$ cat src/rtl/uart_pkg.sv
// rtl/uart_pkg.sv - shared types and range constants for the UART receiver
//
// Holds the receiver state enum (rx_state_t) and the legal ranges of the
// DATA_BITS and STOP_BITS parameters. The PARITY state exists only when the
// UART_RX_PARITY_EN macro is defined.
package uart_pkg;

    localparam int DATA_BITS_MIN = 5;
    localparam int DATA_BITS_MAX = 9;
    localparam int STOP_BITS_MIN = 1;
    localparam int STOP_BITS_MAX = 2;

    // Wide enough to count DATA_BITS_MAX data bits or STOP_BITS_MAX stop bits.
    localparam int IDX_W = 4;

`ifdef UART_RX_PARITY_EN
    typedef enum logic [2:0] {
        ST_IDLE,
        ST_START,
        ST_DATA,
        ST_PARITY,
        ST_STOP
    } rx_state_t;
`else
    typedef enum logic [2:0] {
        ST_IDLE,
        ST_START,
        ST_DATA,
        ST_STOP
    } rx_state_t;
`endif

endpackage

$ cat src/rtl/uart_bit_timer.sv
// rtl/uart_bit_timer.sv - bit-period counter for the UART receiver
//
// Ports:
//   clk      in   system clock
//   rst      in   synchronous active-high reset
//   clr      in   force the count to zero (wins over en)
//   en       in   advance the count; wraps to zero after CLKS_PER_BIT-1
//   at_half  out  count equals CLKS_PER_BIT/2-1
//   at_full  out  count equals CLKS_PER_BIT-1
module uart_bit_timer #(
    parameter int CLKS_PER_BIT = 434
) (
    input  logic clk,
    input  logic rst,
    input  logic clr,
    input  logic en,
    output logic at_half,
    output logic at_full
);

    localparam int TW = $clog2(CLKS_PER_BIT);
    localparam logic [TW-1:0] HALF_M1 = TW'(CLKS_PER_BIT / 2 - 1);
    localparam logic [TW-1:0] FULL_M1 = TW'(CLKS_PER_BIT - 1);

    logic [TW-1:0] cnt_q;
    logic [TW-1:0] cnt_d;

    assign at_half = (cnt_q == HALF_M1);
    assign at_full = (cnt_q == FULL_M1);

    always_comb begin
        cnt_d = cnt_q;
        if (clr) begin
            cnt_d = '0;
        end else if (en) begin
            // Wrap explicitly so the count never passes CLKS_PER_BIT-1,
            // even when CLKS_PER_BIT is not a power of two.
            cnt_d = at_full ? '0 : cnt_q + 1'b1;
        end
    end

    always_ff @(posedge clk) begin
        if (rst) begin
            cnt_q <= '0;
        end else begin
            cnt_q <= cnt_d;
        end
    end

endmodule

$ cat src/rtl/uart_rx_gen.sv
// rtl/uart_rx_gen.sv - parameterised UART receiver with held-frame handshake
//
// Ports:
//   clk         in   system clock
//   rst         in   synchronous active-high reset
//   uart_rx     in   asynchronous serial line, idles high
//   rx_ack      in   consumer acknowledge of the held frame
//   rx_data     out  received word, LSB = first data bit on the line
//   rx_valid    out  rx_data and error flags valid, held until acknowledged
//   frame_err   out  a stop bit of the held frame sampled low
//   parity_err  out  parity mismatch in the held frame (0 without parity)
//   overrun     out  sticky: a completed frame was dropped while rx_valid=1
//   busy        out  receiver is not idle
//
// Optional feature: define UART_RX_PARITY_EN to receive a parity bit after
// the data bits (PARITY_ODD selects odd parity).
module uart_rx_gen
    import uart_pkg::*;
#(
    parameter int CLKS_PER_BIT = 434,
    parameter int DATA_BITS    = 8,
    parameter int STOP_BITS    = 1,
    parameter int PARITY_ODD   = 0
) (
    input  logic                 clk,
    input  logic                 rst,
    input  logic                 uart_rx,
    input  logic                 rx_ack,
    output logic [DATA_BITS-1:0] rx_data,
    output logic                 rx_valid,
    output logic                 frame_err,
    output logic                 parity_err,
    output logic                 overrun,
    output logic                 busy
);

    if (CLKS_PER_BIT < 8 || CLKS_PER_BIT > 65535 ||
        DATA_BITS < DATA_BITS_MIN || DATA_BITS > DATA_BITS_MAX ||
        STOP_BITS < STOP_BITS_MIN || STOP_BITS > STOP_BITS_MAX ||
        (PARITY_ODD != 0 && PARITY_ODD != 1)) begin : g_param_check
        $error("uart_rx_gen: parameter out of range");
    end

    localparam logic [IDX_W-1:0] DATA_LAST = IDX_W'(DATA_BITS - 1);
    localparam logic [IDX_W-1:0] STOP_LAST = IDX_W'(STOP_BITS - 1);

    logic                 sync1_q;
    logic                 rxs_q;
    rx_state_t            state_q,  state_d;
    logic [IDX_W-1:0]     idx_q,    idx_d;
    logic [DATA_BITS-1:0] shift_q,  shift_d;
    logic                 ferr_q,   ferr_d;
    logic                 done_q,   done_d;
    logic [DATA_BITS-1:0] data_q,   data_d;
    logic                 valid_q,  valid_d;
    logic                 fe_q,     fe_d;
    logic                 ovr_q,    ovr_d;
    logic                 tmr_clr;
    logic                 tmr_en;
    logic                 at_half;
    logic                 at_full;
`ifdef UART_RX_PARITY_EN
    localparam logic PAR_ODD = (PARITY_ODD != 0);
    logic                 par_q,    par_d;
    logic                 pe_q,     pe_d;
    logic                 frame_perr;

    assign frame_perr = ((^shift_q) ^ par_q) != PAR_ODD;
`endif

    uart_bit_timer #(
        .CLKS_PER_BIT (CLKS_PER_BIT)
    ) u_timer (
        .clk     (clk),
        .rst     (rst),
        .clr     (tmr_clr),
        .en      (tmr_en),
        .at_half (at_half),
        .at_full (at_full)
    );

    // Receive FSM: bit timing, shifting and per-frame error accumulation.
    always_comb begin
        state_d = state_q;
        idx_d   = idx_q;
        shift_d = shift_q;
        ferr_d  = ferr_q;
        done_d  = 1'b0;
        tmr_clr = 1'b0;
        tmr_en  = 1'b1;
`ifdef UART_RX_PARITY_EN
        par_d   = par_q;
`endif
        case (state_q)
            ST_IDLE: begin
                tmr_clr = 1'b1;
                tmr_en  = 1'b0;
                if (!rxs_q) begin
                    state_d = ST_START;
                end
            end
            ST_START: begin
                // Re-check the line at mid start bit; a high line means the
                // falling edge was a glitch.
                if (at_half) begin
                    tmr_clr = 1'b1;
                    if (rxs_q) begin
                        state_d = ST_IDLE;
                    end else begin
                        state_d = ST_DATA;
                        idx_d   = '0;
                        ferr_d  = 1'b0;
                    end
                end
            end
            ST_DATA: begin
                if (at_full) begin
                    // Shift in from the top: after DATA_BITS samples the
                    // first bit received sits at bit 0.
                    shift_d = {rxs_q, shift_q[DATA_BITS-1:1]};
                    if (idx_q == DATA_LAST) begin
                        idx_d   = '0;
`ifdef UART_RX_PARITY_EN
                        state_d = ST_PARITY;
`else
                        state_d = ST_STOP;
`endif
                    end else begin
                        idx_d = idx_q + 1'b1;
                    end
                end
            end
`ifdef UART_RX_PARITY_EN
            ST_PARITY: begin
                if (at_full) begin
                    par_d   = rxs_q;
                    state_d = ST_STOP;
                end
            end
`endif
            ST_STOP: begin
                if (at_full) begin
                    ferr_d = ferr_q | ~rxs_q;
                    if (idx_q == STOP_LAST) begin
                        // Rearm at mid stop bit so back-to-back frames are
                        // not missed.
                        idx_d   = '0;
                        state_d = ST_IDLE;
                        done_d  = 1'b1;
                    end else begin
                        idx_d = idx_q + 1'b1;
                    end
                end
            end
            default: begin
                state_d = ST_IDLE;
            end
        endcase
    end

    // Held-frame handshake: a completion loads unless a frame is already
    // held and not being acknowledged in the same cycle.
    always_comb begin
        data_d  = data_q;
        valid_d = valid_q;
        fe_d    = fe_q;
        ovr_d   = ovr_q;
`ifdef UART_RX_PARITY_EN
        pe_d    = pe_q;
`endif
        if (done_q) begin
            if (valid_q && !rx_ack) begin
                ovr_d = 1'b1;
            end else begin
                data_d  = shift_q;
                fe_d    = ferr_q;
                valid_d = 1'b1;
                ovr_d   = 1'b0;
`ifdef UART_RX_PARITY_EN
                pe_d    = frame_perr;
`endif
            end
        end else if (valid_q && rx_ack) begin
            valid_d = 1'b0;
            ovr_d   = 1'b0;
        end
    end

    always_ff @(posedge clk) begin
        if (rst) begin
            sync1_q <= 1'b1;
            rxs_q   <= 1'b1;
            state_q <= ST_IDLE;
            idx_q   <= '0;
            shift_q <= '0;
            ferr_q  <= 1'b0;
            done_q  <= 1'b0;
            data_q  <= '0;
            valid_q <= 1'b0;
            fe_q    <= 1'b0;
            ovr_q   <= 1'b0;
`ifdef UART_RX_PARITY_EN
            par_q   <= 1'b0;
            pe_q    <= 1'b0;
`endif
        end else begin
            sync1_q <= uart_rx;
            rxs_q   <= sync1_q;
            state_q <= state_d;
            idx_q   <= idx_d;
            shift_q <= shift_d;
            ferr_q  <= ferr_d;
            done_q  <= done_d;
            data_q  <= data_d;
            valid_q <= valid_d;
            fe_q    <= fe_d;
            ovr_q   <= ovr_d;
`ifdef UART_RX_PARITY_EN
            par_q   <= par_d;
            pe_q    <= pe_d;
`endif
        end
    end

    assign rx_data   = data_q;
    assign rx_valid  = valid_q;
    assign frame_err = fe_q;
    assign overrun   = ovr_q;
    assign busy      = (state_q != ST_IDLE);
`ifdef UART_RX_PARITY_EN
    assign parity_err = pe_q;
`else
    assign parity_err = 1'b0;
`endif

endmodule

$ cat config.mk
export PLATFORM = sky130hd
export DESIGN_NAME = uart_rx_gen
export DESIGN_NICKNAME = d
export VERILOG_FILES = /design/src/rtl/uart_pkg.sv /design/src/rtl/uart_bit_timer.sv /design/src/rtl/uart_rx_gen.sv
export SDC_FILE = /design/constraint.sdc
export NUM_CORES = 1
export LEC_CHECK = 0
export BUFFER_PORTS_ARGS = -buffer_cell sky130_fd_sc_hd__clkbuf_2
export CAP_MARGIN = 20
export CORE_MARGIN = 2
export CORE_UTILIZATION = 40
export CTS_CLUSTER_SIZE = 8
export DETAILED_ROUTE_END_ITERATION = 7
export HOLD_SLACK_MARGIN = 0.1
export PLACE_DENSITY = 0.56
export SYNTH_ARGS = -nofsm -noshare
export SYNTH_HDL_FRONTEND = slang
export SYNTH_SLANG_ARGS = --single-unit
$ cat constraint.sdc
create_clock -name clk -period 1.8 [get_ports clk]
set_input_delay 0.36 -clock clk [delete_from_list [all_inputs] [get_ports clk]]
set_output_delay 0.36 -clock clk [all_outputs]
set_load 0.1 [all_outputs]
==> report_table.html, run 1 <==
<table>
<tr><th>Metric</th><th>Value</th></tr>
<tr><th colspan="2">Status</th></tr>
<tr><td>Status</td><td>completed</td></tr>
<tr><th colspan="2">Timing</th></tr>
<tr><td>Worst-Margin Slew</td><td>0.550 ns</td></tr>
<tr><td>Worst clock skew</td><td>0.00576 ns</td></tr>
<tr><td>Tcrit/Tclk final</td><td>91.3%</td></tr>
<tr><td>Least setup slack across all paths after layout</td><td>0.157 ns</td></tr>
<tr><td>Sum Neg Setup Slack</td><td>0 ns</td></tr>
<tr><td>Endpoints failing hold</td><td>0</td></tr>
<tr><td>Final worst path period need</td><td>1.64 ns</td></tr>
<tr><td>Number of pins exceeding their max-slew limit in the final report</td><td>0</td></tr>
<tr><td>Final setup violation count</td><td>0</td></tr>
<tr><td>Worst slew margin relative to its limit</td><td>63.5%</td></tr>
<tr><td>Fmax</td><td>0.609 GHz</td></tr>
<tr><th colspan="2">Placement</th></tr>
<tr><td>IO buf count</td><td>15</td></tr>
<tr><td>Post-DP HPWL</td><td>2.47 mm</td></tr>
<tr><td>Setup slack at placement</td><td>0.199 ns</td></tr>
<tr><td>Cell area after placement</td><td>1870 sq um</td></tr>
<tr><td>Last weighted congestion value of the routability-driven placer</td><td>0.803</td></tr>
<tr><th colspan="2">Cells and area</th></tr>
<tr><td>Area growth syn-to-layout</td><td>20.6%</td></tr>
<tr><td>Most common library cell in the layout ignoring fill and taps</td><td>sky130_fd_sc_hd__dfxtp_1</td></tr>
<tr><td>Fraction of layout cells with a size suffix above 1</td><td>20.9%</td></tr>
<tr><td>Final cell area excluding filler cells</td><td>2030 sq um</td></tr>
<tr><td>Commonest cells after routing, fill and taps aside</td><td>sky130_fd_sc_hd__dfxtp_1 (36), sky130_fd_sc_hd__nor2_1 (22), sky130_fd_sc_hd__a21oi_1 (15), sky130_fd_sc_hd__clkbuf_2 (14), sky130_fd_sc_hd__nand2_1 (12)</td></tr>
<tr><td>Net count reported at finish</td><td>219</td></tr>
<tr><td>Final antenna diode count</td><td>0</td></tr>
<tr><th colspan="2">Drt</th></tr>
<tr><td>Detailed Route Iter0 Violations</td><td>50</td></tr>
<tr><td>Post-route DRC violation count</td><td>0</td></tr>
<tr><td>Average routed wire per standard cell</td><td>13.2 microns</td></tr>
<tr><td>Detailed Routing Iterations Pass 1</td><td>4</td></tr>
<tr><td>Via/cell ratio</td><td>5.37</td></tr>
<tr><td>Post-DRT Antenna Nets</td><td>0</td></tr>
<tr><td>Vias</td><td>1402</td></tr>
<tr><td>Final wirelength</td><td>3.45 mm</td></tr>
<tr><th colspan="2">Power</th></tr>
<tr><td>Net switching power of the design</td><td>352 uW</td></tr>
<tr><td>Relative contribution of the clock network to total power</td><td>49.3%</td></tr>
<tr><td>Internal</td><td>1.46 mW</td></tr>
<tr><td>Static Leakage</td><td>0.786 nW</td></tr>
<tr><td>Cell area power density</td><td>889 nW/um^2</td></tr>
<tr><td>Sequential Power Share</td><td>47.1%</td></tr>
<tr><td>Maximum resistive drop on vdd</td><td>0.377 mV</td></tr>
<tr><td>Switching share of power</td><td>19.4%</td></tr>
<tr><td>Combinational cell fraction of total power</td><td>3.6%</td></tr>
<tr><th colspan="2">GRT</th></tr>
<tr><td>Remaining global-route overflow</td><td>0</td></tr>
<tr><td>Fraction of met3 tracks used by global routing</td><td>5.36%</td></tr>
<tr><td>Most heavily used metal layer in global routing</td><td>met2</td></tr>
<tr><td>Gr usage total</td><td>16.7%</td></tr>
<tr><td>Largest net degree at the start of global routing</td><td>20</td></tr>
<tr><td>Met2 track demand over resource in global routing</td><td>27.0%</td></tr>
<tr><td>Vias in the first global route</td><td>1306</td></tr>
<tr><td>Wire length of the first global-routing pass</td><td>5.84 mm</td></tr>
<tr><td>Initial antenna violation count</td><td>0</td></tr>
<tr><td>Grt met1 use</td><td>20.9%</td></tr>
<tr><th colspan="2">Setup path</th></tr>
<tr><td>Worst-path fanout max</td><td>6</td></tr>
<tr><td>Critical path start-end classification</td><td>flip-flop to flip-flop</td></tr>
<tr><td>Largest delay contributor family on the critical path</td><td>simple AND/OR/NAND/NOR gates</td></tr>
<tr><td>Type of element launching the critical path</td><td>flip-flop</td></tr>
<tr><td>CP Buf/Inv Count</td><td>2</td></tr>
<tr><td>Series of cell instances along the critical path</td><td>inv_1 -&gt; ha_1 -&gt; nor4b_2 -&gt; buf_4 -&gt; nand4_1 -&gt; a32oi_1 -&gt; nor2_1</td></tr>
<tr><td>Required time worst endpoint</td><td>1.97 ns</td></tr>
<tr><td>Highest-delay cell along the critical path</td><td>sky130_fd_sc_hd__dfxtp_1</td></tr>
<tr><td>Signal arrival time at the worst endpoint</td><td>1.81 ns</td></tr>
<tr><td>CP peak stage delay</td><td>0.34 ns</td></tr>
<tr><td>Crit. End Element</td><td>flip-flop</td></tr>
<tr><th colspan="2">Clock network</th></tr>
<tr><td>Depth of the CTS H-tree</td><td>2</td></tr>
<tr><td>CTS tree</td><td>built</td></tr>
<tr><td>Later-pin clock latency in the skew report</td><td>0.29 ns</td></tr>
<tr><td>Total CTS buffers</td><td>5</td></tr>
<tr><td>CTS root buf</td><td>sky130_fd_sc_hd__clkbuf_8</td></tr>
<tr><td>Number of clock sinks seen by CTS</td><td>38</td></tr>
<tr><td>Number of hold-repair buffers added at the cts stage</td><td>0</td></tr>
<tr><td>Maximum number of buffers from clock root to sink</td><td>2</td></tr>
<tr><td>Clock transition time at the flip-flop clock pins of the worst setup and hold paths</td><td>0.07 ns</td></tr>
<tr><th colspan="2">Floorplan</th></tr>
<tr><td>Die H</td><td>68.9 microns</td></tr>
<tr><td>Ports</td><td>17</td></tr>
<tr><td>Die X</td><td>68.9 microns</td></tr>
<tr><td>Standard cell core area</td><td>4030 sq um</td></tr>
<tr><td>Initial core utilization</td><td>41.8%</td></tr>
<tr><td>Rows</td><td>23</td></tr>
<tr><td>Full die area</td><td>4750 sq um</td></tr>
<tr><th colspan="2">Synth</th></tr>
<tr><td>Proportion of synthesized flip-flops having asynchronous set or reset</td><td>0%</td></tr>
<tr><td>Mapped Avg Cell Area</td><td>9.01 sq um</td></tr>
<tr><td>Total standard cell area after synthesis</td><td>1690 sq um</td></tr>
<tr><td>Nets in the synthesized netlist</td><td>196</td></tr>
<tr><td>Netlist cell types</td><td>44</td></tr>
<tr><td>Gate Count Post-Synth</td><td>187</td></tr>
<tr><td>Top flip-flop cell by instance count after synthesis</td><td>sky130_fd_sc_hd__dfxtp_1</td></tr>
<tr><td>Number of synthesized flops with an enable pin</td><td>0</td></tr>
<tr><td>Count of synthesis-stage warnings from yosys</td><td>0</td></tr>
<tr><td>Fraction of the yosys area taken by sequential cells</td><td>45.1%</td></tr>
<tr><td>FF+latch count, synth</td><td>38</td></tr>
<tr><th colspan="2">Worst hold path</th></tr>
<tr><td>Worst min-delay path category</td><td>input port to flip-flop</td></tr>
<tr><th colspan="2">Flow run</th></tr>
<tr><td>Max_cap viols</td><td>0</td></tr>
</table>
==> power groups by stage <==
stage                     Sequential, mW  Clock [mW]  Combinational [mW]
after floorplan                    0.865           0              0.0506
after global placement             0.870           0              0.0652
after detailed placement           0.871           0              0.0648
after CTS                          0.850       0.916              0.0654
after global routing               0.853       0.956              0.0707
final                              0.851       0.891              0.0659
==> worst register-to-register path, cell delays in order, from the launching register on <==
cell and delay (ns):
sky130_fd_sc_hd__dfxtp_1 0.34, sky130_fd_sc_hd__inv_1 0.09, sky130_fd_sc_hd__ha_1 0.14, sky130_fd_sc_hd__nor4b_2 0.20, sky130_fd_sc_hd__buf_4 0.16, sky130_fd_sc_hd__nand4_1 0.26
sky130_fd_sc_hd__a32oi_1 0.28, sky130_fd_sc_hd__nor2_1 0.05
==> synthesized netlist by cell type (2+ instances only) <==
cell | number | area [sq um]
sky130_fd_sc_hd__nand3b_1 | 2 | 15.0
sky130_fd_sc_hd__mux2i_1 | 9 | 90.1
sky130_fd_sc_hd__xnor2_1 | 4 | 35.0
sky130_fd_sc_hd__a211oi_1 | 2 | 15.0
sky130_fd_sc_hd__inv_1 | 10 | 37.5
sky130_fd_sc_hd__nand2_1 | 12 | 45.0
sky130_fd_sc_hd__ha_1 | 5 | 62.6
sky130_fd_sc_hd__or3_1 | 2 | 12.5
sky130_fd_sc_hd__nor2_1 | 22 | 82.6
sky130_fd_sc_hd__dfxtp_1 | 38 | 761
sky130_fd_sc_hd__xor2_1 | 2 | 17.5
sky130_fd_sc_hd__a21oi_1 | 15 | 75.1
sky130_fd_sc_hd__o21ai_0 | 9 | 45.0
sky130_fd_sc_hd__nor3_1 | 5 | 25.0
sky130_fd_sc_hd__nand4_1 | 2 | 12.5
sky130_fd_sc_hd__a41o_1 | 2 | 20.0
sky130_fd_sc_hd__o2111ai_1 | 2 | 17.5
sky130_fd_sc_hd__clkbuf_1 | 5 | 18.8
sky130_fd_sc_hd__nand3_1 | 7 | 35.0
sky130_fd_sc_hd__a31oi_1 | 2 | 12.5
sky130_fd_sc_hd__buf_2 | 3 | 15.0
sky130_fd_sc_hd__or2_2 | 3 | 18.8
sky130_fd_sc_hd__nand2b_1 | 3 | 18.8
==> routing by layer <==
metal / routed length (microns) / vias to the layer above / part of all wire, %
li1: - / 700 / -
met1: 1630 / 664 / 47
met2: 1630 / 31 / 47
met3: 137 / 7 / 4.0
met4: 55 / 0 / 1.6
met5: 0 / - / 0
==> layout make-up <==
class | count | area (sq um)
inverter | 10 | 37.5
tap | 50 | 62.6
clock inverter | 2 | 60.1
clock buffer | 6 | 82.6
fill | 388 | 2000
sequential | 38 | 763
multi-input combinational | 130 | 862
timing repair buffer | 25 | 165
==> flip-flops by register name, indices dropped and copies added (netlist names), 2 cells and up <==
register	cells
u_timer.cnt_q	9
rx_data	8
state_q	2
shift_q	8
idx_q	4
==> cell families (layout without fill, tap and decap cells) <==
logic type,after synthesis,after routing,share of synthesized area (%)
buf+inv,19,43,4.68
fa+ha+maj,5,5,3.71
other cells,1,1,0.223
simple gates,69,69,23.1
compound gates,40,40,14.7
flops,38,38,45.1
xor+xnor,6,6,3.12
mux,9,9,5.35
==> stage by stage <==
step | utilization (%) | instances | hold WS (ns) | total power [mW]
floorplan | - | 187 | 0.389 | 0.916
global placement | 46.5 | 253 | 0.398 | 0.935
detailed placement | 46.5 | 253 | 0.397 | 0.935
CTS | 50.0 | 261 | 0.243 | 1.83
global route | 50.5 | 261 | 0.259 | 1.88
finish | 50.5 | 261 | 0.251 | 1.81
==> final timing paths <==
path                                 startpoint                     to  slack, ns  depth (start not counted)
setup / recovery  u_timer.cnt_q[1]$_SDFFE_PP0P_  idx_q[2]$_SDFFE_PP0P_       0.16                          7
hold / removal                          uart_rx     sync1_q$_SDFF_PP1_       0.25                          2
setup reg to reg  u_timer.cnt_q[1]$_SDFFE_PP0P_  idx_q[2]$_SDFFE_PP0P_       0.16                          7
hold reg to reg              sync1_q$_SDFF_PP1_       rxs_q$_SDFF_PP1_       0.41                          1
==> repair_timing <==
item                                    CTS  global route
buffers inserted                          0             0
endpoints found under the setup margin    0             5
gates resized for setup                   0             4
Power figures use the tool's default switching activity.
==> run 2: changes to the inputs <==
- CORE_ASPECT_RATIO: default -> 0.8
==> report_table.html, run 2 (synthesized netlist as in run 1, its figures left out) <==
<table>
<tr><th>Metric</th><th>Value</th></tr>
<tr><th colspan="2">Timing</th></tr>
<tr><td>Fmax</td><td>0.615 GHz</td></tr>
<tr><td>Endpoints failing hold</td><td>0</td></tr>
<tr><td>Tcrit/Tclk final</td><td>90.3%</td></tr>
<tr><td>Worst slew margin relative to its limit</td><td>63.8%</td></tr>
<tr><td>Worst-Margin Slew</td><td>0.546 ns</td></tr>
<tr><td>Final setup violation count</td><td>0</td></tr>
<tr><td>Unrepaired setup endpoints after global routing</td><td>no</td></tr>
<tr><td>Final worst path period need</td><td>1.62 ns</td></tr>
<tr><td>Number of pins exceeding their max-slew limit in the final report</td><td>0</td></tr>
<tr><td>Worst clock skew</td><td>0.00657 ns</td></tr>
<tr><td>Sum Neg Setup Slack</td><td>0 ns</td></tr>
<tr><th colspan="2">Cells and area</th></tr>
<tr><td>Final antenna diode count</td><td>0</td></tr>
<tr><td>Fraction of layout cells with a size suffix above 1</td><td>18.7%</td></tr>
<tr><td>Register with the highest flop count</td><td>u_timer.cnt_q</td></tr>
<tr><td>Net count reported at finish</td><td>219</td></tr>
<tr><td>Area growth syn-to-layout</td><td>16.6%</td></tr>
<tr><td>Post-layout util</td><td>47.6%</td></tr>
<tr><td>Most common library cell in the layout ignoring fill and taps</td><td>sky130_fd_sc_hd__dfxtp_1</td></tr>
<tr><td>Commonest cells after routing, fill and taps aside</td><td>sky130_fd_sc_hd__dfxtp_1 (37), sky130_fd_sc_hd__nor2_1 (22), sky130_fd_sc_hd__a21oi_1 (15), sky130_fd_sc_hd__clkbuf_2 (14), sky130_fd_sc_hd__nand2_1 (12)</td></tr>
<tr><td>Number of flip-flops under the largest register name</td><td>9</td></tr>
<tr><th colspan="2">Floorplan</th></tr>
<tr><td>Initial core utilization</td><td>40.9%</td></tr>
<tr><td>Rows</td><td>21</td></tr>
<tr><td>Standard cell core area</td><td>4130 sq um</td></tr>
<tr><td>Die X</td><td>76.6 microns</td></tr>
<tr><td>Ports</td><td>17</td></tr>
<tr><td>Full die area</td><td>4750 sq um</td></tr>
<tr><td>Die H</td><td>62.1 microns</td></tr>
<tr><th colspan="2">Drt</th></tr>
<tr><td>Detailed Routing Iterations Pass 1</td><td>4</td></tr>
<tr><td>Post-DRT Antenna Nets</td><td>0</td></tr>
<tr><td>Post-route DRC violation count</td><td>0</td></tr>
<tr><td>Via/cell ratio</td><td>5.13</td></tr>
<tr><td>Vias</td><td>1364</td></tr>
<tr><td>Average routed wire per standard cell</td><td>12.8 microns</td></tr>
<tr><td>Detailed Route Iter0 Violations</td><td>112</td></tr>
<tr><td>Final wirelength</td><td>3.40 mm</td></tr>
<tr><th colspan="2">Clock network</th></tr>
<tr><td>Maximum number of buffers from clock root to sink</td><td>2</td></tr>
<tr><td>Number of hold-repair buffers added at the cts stage</td><td>0</td></tr>
<tr><td>CTS root buf</td><td>sky130_fd_sc_hd__clkbuf_8</td></tr>
<tr><td>Depth of the CTS H-tree</td><td>2</td></tr>
<tr><td>Number of clock sinks seen by CTS</td><td>38</td></tr>
<tr><td>Total CTS buffers</td><td>5</td></tr>
<tr><td>CTS tree</td><td>built</td></tr>
<tr><td>Clock transition time at the flip-flop clock pins of the worst setup and hold paths</td><td>0.07 ns</td></tr>
<tr><td>Later-pin clock latency in the skew report</td><td>0.28 ns</td></tr>
<tr><th colspan="2">Setup path</th></tr>
<tr><td>Highest-delay cell along the critical path</td><td>sky130_fd_sc_hd__dfxtp_1</td></tr>
<tr><td>Crit. End Element</td><td>flip-flop</td></tr>
<tr><td>Series of cell instances along the critical path</td><td>ha_1 -&gt; and4b_2 -&gt; nand3_4 -&gt; a2111o_1 -&gt; a31oi_1</td></tr>
<tr><td>Worst-path fanout max</td><td>6</td></tr>
<tr><td>CP Buf/Inv Count</td><td>0</td></tr>
<tr><td>Type of element launching the critical path</td><td>flip-flop</td></tr>
<tr><td>Signal arrival time at the worst endpoint</td><td>1.84 ns</td></tr>
<tr><td>Required time worst endpoint</td><td>2.01 ns</td></tr>
<tr><td>Critical path start-end classification</td><td>flip-flop to flip-flop</td></tr>
<tr><td>CP peak stage delay</td><td>0.41 ns</td></tr>
<tr><td>Setup slack, reg-to-reg</td><td>0.18 ns</td></tr>
<tr><td>Largest delay contributor family on the critical path</td><td>compound AO/OA/AOI/OAI gates</td></tr>
<tr><th colspan="2">Power</th></tr>
<tr><td>Static Leakage</td><td>0.753 nW</td></tr>
<tr><td>Maximum resistive drop on vdd</td><td>0.405 mV</td></tr>
<tr><td>Cell area power density</td><td>751 nW/um^2</td></tr>
<tr><td>PnR Total Power</td><td>1.48 mW</td></tr>
<tr><th colspan="2">Worst hold path</th></tr>
<tr><td>Worst min-delay path category</td><td>input port to flip-flop</td></tr>
<tr><th colspan="2">GRT</th></tr>
<tr><td>Met2 track demand over resource in global routing</td><td>25.7%</td></tr>
<tr><td>Initial antenna violation count</td><td>0</td></tr>
<tr><td>Vias in the first global route</td><td>1257</td></tr>
<tr><td>Largest net degree at the start of global routing</td><td>18</td></tr>
<tr><td>Most heavily used metal layer in global routing</td><td>met2</td></tr>
<tr><td>Remaining global-route overflow</td><td>0</td></tr>
<tr><td>Fraction of met3 tracks used by global routing</td><td>4.34%</td></tr>
<tr><td>Wire length of the first global-routing pass</td><td>5.84 mm</td></tr>
<tr><td>Gr usage total</td><td>15.8%</td></tr>
<tr><td>Grt met1 use</td><td>20.7%</td></tr>
<tr><th colspan="2">Placement</th></tr>
<tr><td>IO buf count</td><td>15</td></tr>
<tr><td>Post-DP HPWL</td><td>2.51 mm</td></tr>
<tr><td>Last weighted congestion value of the routability-driven placer</td><td>0.811</td></tr>
<tr><th colspan="2">Status</th></tr>
<tr><td>Status</td><td>completed</td></tr>
<tr><th colspan="2">Flow run</th></tr>
<tr><td>Max_cap viols</td><td>0</td></tr>
</table>
run 2: cell type report:
cell class | count | area, sq um
Clock buffer | 6 | 82.6
Inverter | 10 | 37.5
Sequential cell | 38 | 762
Timing Repair Buffer | 25 | 165
Tap cell | 57 | 71.3
Multi-Input combinational cell | 130 | 847
Fill cell | 412 | 2160
run 2: power by group:
part / total, mW / switching [mW] / internal [mW]
registers: 0.850 / 0.00546 / 0.845
clock network: 0.556 / 0.261 / 0.295
logic: 0.0692 / 0.0466 / 0.0227
run 2: final timing paths:
| kind | startpoint | to | depth (start not counted) |
|---|---|---|---|
| worst min-delay path | uart_rx | sync1_q$_SDFF_PP1_ | 2 |
| worst max-delay path | u_timer.cnt_q[0]$_SDFFE_PP0P_ | idx_q[3]$_SDFFE_PP0P_ | 5 |
| worst max register to register | u_timer.cnt_q[0]$_SDFFE_PP0P_ | idx_q[3]$_SDFFE_PP0P_ | 5 |
| worst min register to register | sync1_q$_SDFF_PP1_ | rxs_q$_SDFF_PP1_ | 1 |
run 2: repair_timing:
item | CTS | global route
gates resized for setup | 0 | 1
endpoints found under the setup margin | 0 | 3
buffers inserted | 0 | 1
run 2: metal layers:
layer	up-vias	routed length [microns]
met5	-	0
met4	0	51
met3	8	161
met2	33	1490
met1	621	1700
li1	702	-
run 2: through the flow:
step	instance area [sq um]	setup slack, ns	cells	hold WS [ns]
final	1970	0.175	266	0.257
after global routing	1970	0.0325	266	0.250
after CTS	1960	0.129	265	0.250
after detailed placement	1870	0.145	259	0.394
after global placement	1870	0.182	259	0.391
after floorplan	1690	0.246	187	0.389
